--- src/rtl/register_idex.sv ---
// ID/EX pipeline register: latches decode-stage results for execute
// and registers the load-use hazard flags derived from the opcode.
module register_idex #(
  parameter int XLEN       = 32,
  parameter int ALU_SEL_W  = 4,
  parameter int WB_SEL_W   = 2,
  parameter int MEM_TYPE_W = 3,
  parameter logic [XLEN-1:0] NOP_INST = 32'h00000013
) (
  input  logic                  clk,
  input  logic                  rst,
  input  logic                  en,
  input  logic [XLEN-1:0]       pc4_in,
  input  logic [XLEN-1:0]       pc_in,
  input  logic [XLEN-1:0]       inst_in,
  input  logic [XLEN-1:0]       operand1_in,
  input  logic [XLEN-1:0]       operand2_in,
  input  logic [4:0]            instruction_rd_in,
  input  logic [4:0]            rs2_in,
  input  logic                  prediction_in,
  input  logic                  register_write_enable_in,
  input  logic                  mem_request_write_in,
  input  logic [MEM_TYPE_W-1:0] mem_request_type_in,
  input  logic [ALU_SEL_W-1:0]  alu_sel_in,
  input  logic [WB_SEL_W-1:0]   wb_sel_in,
  output logic [XLEN-1:0]       pc4_out,
  output logic [XLEN-1:0]       pc_out,
  output logic [XLEN-1:0]       inst_out,
  output logic [XLEN-1:0]       operand1_out,
  output logic [XLEN-1:0]       operand2_out,
  output logic [4:0]            instruction_rd_out,
  output logic [4:0]            rs2_out,
  output logic                  prediction_out,
  output logic                  register_write_enable_out,
  output logic                  mem_request_write_out,
  output logic [MEM_TYPE_W-1:0] mem_request_type_out,
  output logic [ALU_SEL_W-1:0]  alu_sel_out,
  output logic [WB_SEL_W-1:0]   wb_sel_out,
  output logic                  IDEXRegRead_out,
  output logic                  IDEXMemRead
);

  localparam logic [6:0] OP_LOAD   = 7'b0000011;
  localparam logic [6:0] OP_IMM    = 7'b0010011;
  localparam logic [6:0] OP_STORE  = 7'b0100011;
  localparam logic [6:0] OP_REG    = 7'b0110011;
  localparam logic [6:0] OP_BRANCH = 7'b1100011;
  localparam logic [6:0] OP_JALR   = 7'b1100111;

  logic [XLEN-1:0]       pc4_q, pc4_d;
  logic [XLEN-1:0]       pc_q, pc_d;
  logic [XLEN-1:0]       inst_q, inst_d;
  logic [XLEN-1:0]       op1_q, op1_d;
  logic [XLEN-1:0]       op2_q, op2_d;
  logic [4:0]            rd_q, rd_d;
  logic [4:0]            rs2_q, rs2_d;
  logic                  pred_q, pred_d;
  logic                  rwe_q, rwe_d;
  logic                  mwr_q, mwr_d;
  logic [MEM_TYPE_W-1:0] mtype_q, mtype_d;
  logic [ALU_SEL_W-1:0]  alu_q, alu_d;
  logic [WB_SEL_W-1:0]   wb_q, wb_d;
  logic                  rdreg_q, rdreg_d;
  logic                  mrd_q, mrd_d;

  logic [6:0] opcode;
  logic       is_load;
  logic       reads_reg;

  assign opcode = inst_in[6:0];

  // Flags describe the incoming instruction, so they load with it
  always_comb begin
    is_load   = 1'b0;
    reads_reg = 1'b0;
    unique case (opcode)
      OP_LOAD: begin
        is_load   = 1'b1;
        reads_reg = 1'b1;
      end
      OP_IMM, OP_STORE, OP_REG,
      OP_BRANCH, OP_JALR: reads_reg = 1'b1;
      default: ;
    endcase
  end

  always_comb begin
    pc4_d   = pc4_q;
    pc_d    = pc_q;
    inst_d  = inst_q;
    op1_d   = op1_q;
    op2_d   = op2_q;
    rd_d    = rd_q;
    rs2_d   = rs2_q;
    pred_d  = pred_q;
    rwe_d   = rwe_q;
    mwr_d   = mwr_q;
    mtype_d = mtype_q;
    alu_d   = alu_q;
    wb_d    = wb_q;
    rdreg_d = rdreg_q;
    mrd_d   = mrd_q;
    if (en) begin
      pc4_d   = pc4_in;
      pc_d    = pc_in;
      inst_d  = inst_in;
      op1_d   = operand1_in;
      op2_d   = operand2_in;
      rd_d    = instruction_rd_in;
      rs2_d   = rs2_in;
      pred_d  = prediction_in;
      rwe_d   = register_write_enable_in;
      mwr_d   = mem_request_write_in;
      mtype_d = mem_request_type_in;
      alu_d   = alu_sel_in;
      wb_d    = wb_sel_in;
      rdreg_d = reads_reg;
      mrd_d   = is_load;
    end
  end

  always_ff @(posedge clk or negedge rst) begin
    if (!rst) begin
      pc4_q   <= '0;
      pc_q    <= '0;
      inst_q  <= NOP_INST;
      op1_q   <= '0;
      op2_q   <= '0;
      rd_q    <= '0;
      rs2_q   <= '0;
      pred_q  <= 1'b0;
      rwe_q   <= 1'b0;
      mwr_q   <= 1'b0;
      mtype_q <= '0;
      alu_q   <= '0;
      wb_q    <= '0;
      rdreg_q <= 1'b0;
      mrd_q   <= 1'b0;
    end else begin
      pc4_q   <= pc4_d;
      pc_q    <= pc_d;
      inst_q  <= inst_d;
      op1_q   <= op1_d;
      op2_q   <= op2_d;
      rd_q    <= rd_d;
      rs2_q   <= rs2_d;
      pred_q  <= pred_d;
      rwe_q   <= rwe_d;
      mwr_q   <= mwr_d;
      mtype_q <= mtype_d;
      alu_q   <= alu_d;
      wb_q    <= wb_d;
      rdreg_q <= rdreg_d;
      mrd_q   <= mrd_d;
    end
  end

  assign pc4_out                   = pc4_q;
  assign pc_out                    = pc_q;
  assign inst_out                  = inst_q;
  assign operand1_out              = op1_q;
  assign operand2_out              = op2_q;
  assign instruction_rd_out        = rd_q;
  assign rs2_out                   = rs2_q;
  assign prediction_out            = pred_q;
  assign register_write_enable_out = rwe_q;
  assign mem_request_write_out     = mwr_q;
  assign mem_request_type_out      = mtype_q;
  assign alu_sel_out               = alu_q;
  assign wb_sel_out                = wb_q;
  assign IDEXRegRead_out           = rdreg_q;
  assign IDEXMemRead               = mrd_q;

endmodule

--- config.mk ---
export PLATFORM = sky130hd
export DESIGN_NAME = register_idex
export DESIGN_NICKNAME = d
export VERILOG_FILES = /design/src/rtl/register_idex.sv
export SDC_FILE = /design/constraint.sdc
export NUM_CORES = 1
export LEC_CHECK = 0
export ABC_AREA = 1
export CORE_AREA = 4 4 143 145
export CTS_BUF_LIST = sky130_fd_sc_hd__clkbuf_2 sky130_fd_sc_hd__clkbuf_4 sky130_fd_sc_hd__clkbuf_8
export DETAILED_ROUTE_END_ITERATION = 8
export DIE_AREA = 0 0 147 149
export PLACE_DENSITY_LB_ADDON = 0.2
export SLEW_MARGIN = 10
export SYNTH_ARGS = -nofsm -noshare
export SYNTH_HDL_FRONTEND = slang
export SYNTH_SLANG_ARGS = --single-unit
export TNS_END_PERCENT = 20
--- constraint.sdc ---
create_clock -name clk -period 1.8 [get_ports clk]
set_input_delay 0.18 -clock clk [delete_from_list [all_inputs] [get_ports clk]]
set_output_delay 0.18 -clock clk [all_outputs]
set_load 0.03 [all_outputs]
* Word-level counts from Yosys, hierarchy flattened *
Index checks and enable logic that the tools add are counted.

operators by class
  equal/unequal tests = 6
  multiplexer cells = 2
  reductions and logical operators = 1

operator list
  cell                number
  $eq 7x6->1 const B  2
  $eq 7x7->1 const B  2
  $eq 7x2->1 const B  1
  $eq 7x5->1 const B  1
  $reduce_or 6->1     1
  $mux 1              2

word-level totals
  register bits after elaboration = 184

* Depth between registers and ports, before layout *
  depth in word-level cells = 3
  depth in mapped cells = 6

* Least setup slack after synthesis *
No wires, ideal clock.

  kind = reg-to-reg
  from = reg inst_out[4] (netlist name)
  to = reg inst_q[4], in the netlist inst_out[4]
  setup time = 0.079 ns
  arrival = 0.723 ns
  path slack = 0.999 ns
  stages on the path, launching flop included = 3
  buffers on the path = 0
  cells stage by stage = dfstp_2 > nand2_1 > o21ai_0

RTL lines
  item                  RTL line  source
  end signal, assigned  142       inst_q <= inst_d;
  end, declared         52        logic [XLEN-1:0] inst_q, inst_d;

* Final worst setup path *
  from = reg alu_q[2], in the netlist alu_sel_out[2]
  to = out alu_sel_out[2]

RTL lines
  item                    RTL line  source
  start, declared         61        logic [ALU_SEL_W-1:0] alu_q, alu_d;
  start signal, assigned  151       alu_q <= alu_d;
  end, declared           37        output logic [ALU_SEL_W-1:0] alu_sel_out,

No word-level cell between the ends.

==> out/results.ini <==
[yosys]
synth-seq-cells = 184
synth_cell_type_count = 13
synthCells = 786
synth.net_count = 971
yosysWarnings = 0
syn-cell-area_sq_mm = 0.00693
synth_top_area_share_pct = 65.4
synthTopCellsByArea = dfrtp_1 (65%), nand2_1 (30%), buf_2 (2.6%)
syn_area_per_cell_sq_um = 8.81
yosys.area.top_type = dfrtp_1
ys_seq_area_share_pct = 66.5

[run_status]
run_status = finished, final reports clean

[floorplan]
die_h_um = 149
die-area_sq_mm = 0.0219
core_area_sq_mm = 0.0192
start_util_pct = 36.1
rows = 51
io_pins = 369
die_w_um = 147

[worst_setup_path]
start_kind = flip-flop
max_stage_delay_ns = 0.70
path_cells = clkdlybuf4s50_1
endpoint_kind = primary output
required_ns = 1.62
crit_buf_inv = 1
arrival_ns = 1.54
critPathKind = reg -> out
path_max_fanout = 2
path_delay_family = buffers and inverters
slowest_stage = clkdlybuf4s50_1

[cts]
clkLatencyLatePin_ns = 0.46
clock_path_buffers = 2
numCtsBuffers = 17
cts_root_buf = clkbuf_8
path_clk_slew_ns = 0.09
cts_num_sinks = 184
cts_tree = built
postCtsSetupRepairBufs = 0
cts-htree-levels = 4

[power]
worst_ir_drop_vdd_mv = 0.424
p_leak_nw = 5.57
p_total_mw = 9.93
powerDensity_mw_per_mm2 = 879

[placement]
pre_cts_ws_ns = 0.449
dpl.hpwl_um = 15700
postPlaceCellArea_sq_mm = 0.0109
dp.cells = 1390
io_buffers = 368
gp_congestion = 0.793

[layout]
fin_util_pct = 58.8
drive_gt1_share_pct = 4.15
stdcell_area_sq_mm = 0.0113
area_delta_synth_final_pct = 63.0
final_net_count = 1330
layout_common_cells = nand2_1 (546), clkdlybuf4s50_1 (361), dfrtp_1 (181)
mostFrequentLayoutCell = nand2_1
layout.cells.non_filler = 1423

[sta]
setup_viol = 0
finalClockSkew_ns = 0
fin_crit_ns = 1.72
rsz0062_at_grt = false
hold_viol = 0
maxSlewViolCount = 0
worst-slew-pin-transition_ns = 0.457
fin_tns_setup_ns = 0
slew-limit-headroom_pct = 69.5
hold-worst-slack_ns = 0.134
finalWorstSetupSlack_ns = 0.0775
fin_crit_sh_pct = 95.7
maxClockFrequency_ghz = 0.581

[grt]
grt_pass1_wl_um = 33400
grt_start_max_net_pins = 100
grt_use_total_pct = 19.6
first_global_vias = 5980
grt_antenna_before_repair = 1
grt_overflow = 0

[detailed_routing]
routed_wl_um = 21800
viasPerCell = 4.32
ant_nets = 0
first_pass_iters = 4
avgRoutedWirePerCell_um = 15.3
drc_errors = 0
num_vias = 6141
first_iter_violations = 293

[run]
maxCapViolCount = 0

[hold_path]
min_path_type = in -> reg

==> where the power goes <==
part | switching [mW] | internal (mW) | total, mW
combinational | 1.43 | 1.14 | 2.57
clock | 1.54 | 1.14 | 2.68
sequential | 0.187 | 4.50 | 4.68
total | 3.15 | 6.77 | 9.93
==> worst paths after layout <==
path	start	to	slack, ns	cells after the start
max reg2reg	inst_out[4]	inst_out[4]	1.06	2
max	alu_sel_out[2]	alu_sel_out[2]	0.08	1
min	en	instruction_rd_out[4]	0.13	4
min reg2reg	inst_out[0]	inst_out[0]	0.47	2
min in group asynchronous	rst	pc4_out[13]	0.16	2
max in group asynchronous	rst	inst_out[12]	0.91	3
==> registers in the layout (all words and copies together), names as in the netlist <==
name                       flops
pc_out                        32
wb_sel_out                     2
operand1_out                  32
pc4_out                       32
operand2_out                  32
IDEXRegRead_out                1
rs2_out                        5
IDEXMemRead                    1
mem_request_type_out           3
inst_out                      32
mem_request_write_out          1
alu_sel_out                    4
prediction_out                 1
register_write_enable_out      1
instruction_rd_out             5
==> routing by layer <==
metal  GRT usage (%)  share of wire, %
met3            7.60               8.4
met2            32.2                49
met1            23.2                39
met5               0                 0
met4            8.11               3.5
==> timing repair <==
action / in CTS / in global routing
resized for setup: 3 / 2
hold endpoints to repair: 100 / 0
hold buffers: 1 / 0
setup endpoints to repair: 3 / 2
==> synthesized netlist by cell type <==
cell type	instances
dfrtp_1	181
inv_2	1
nand2_1	546
buf_4	1
o21a_1	1
inv_1	4
o21ai_0	2
dfstp_2	3
nand4_1	1
nor2_1	6
nand3_1	1
buf_2	36
clkbuf_1	3
==> final cells by class <==
type                    count  area [sq um]
flip-flops and latches    184          4610
repair buffers            380          3850
clock inverters            12           119
fillers                  1747          7920
clock buffers              19           249
inverters                   5          23.8
multi-input cells         557          2100
well taps                 265           332
diodes                      1          2.50
==> worst reg2reg max path: cells and delay by family, from the launching register on <==
kind	cells	cell delay (ns)
flip-flops	1	0.54
AND/OR/NAND/NOR	1	0.04
AO/OA/AOI/OAI	1	0.08
==> logic make-up after synthesis <==
family | after synthesis | share of synthesized area (%)
AND/OR/NAND/NOR | 554 | 30.1
flip-flops | 184 | 66.5
buffers and inverters | 45 | 3.14
AO/OA/AOI/OAI | 3 | 0.253
(Power assumes the default switching activity.)
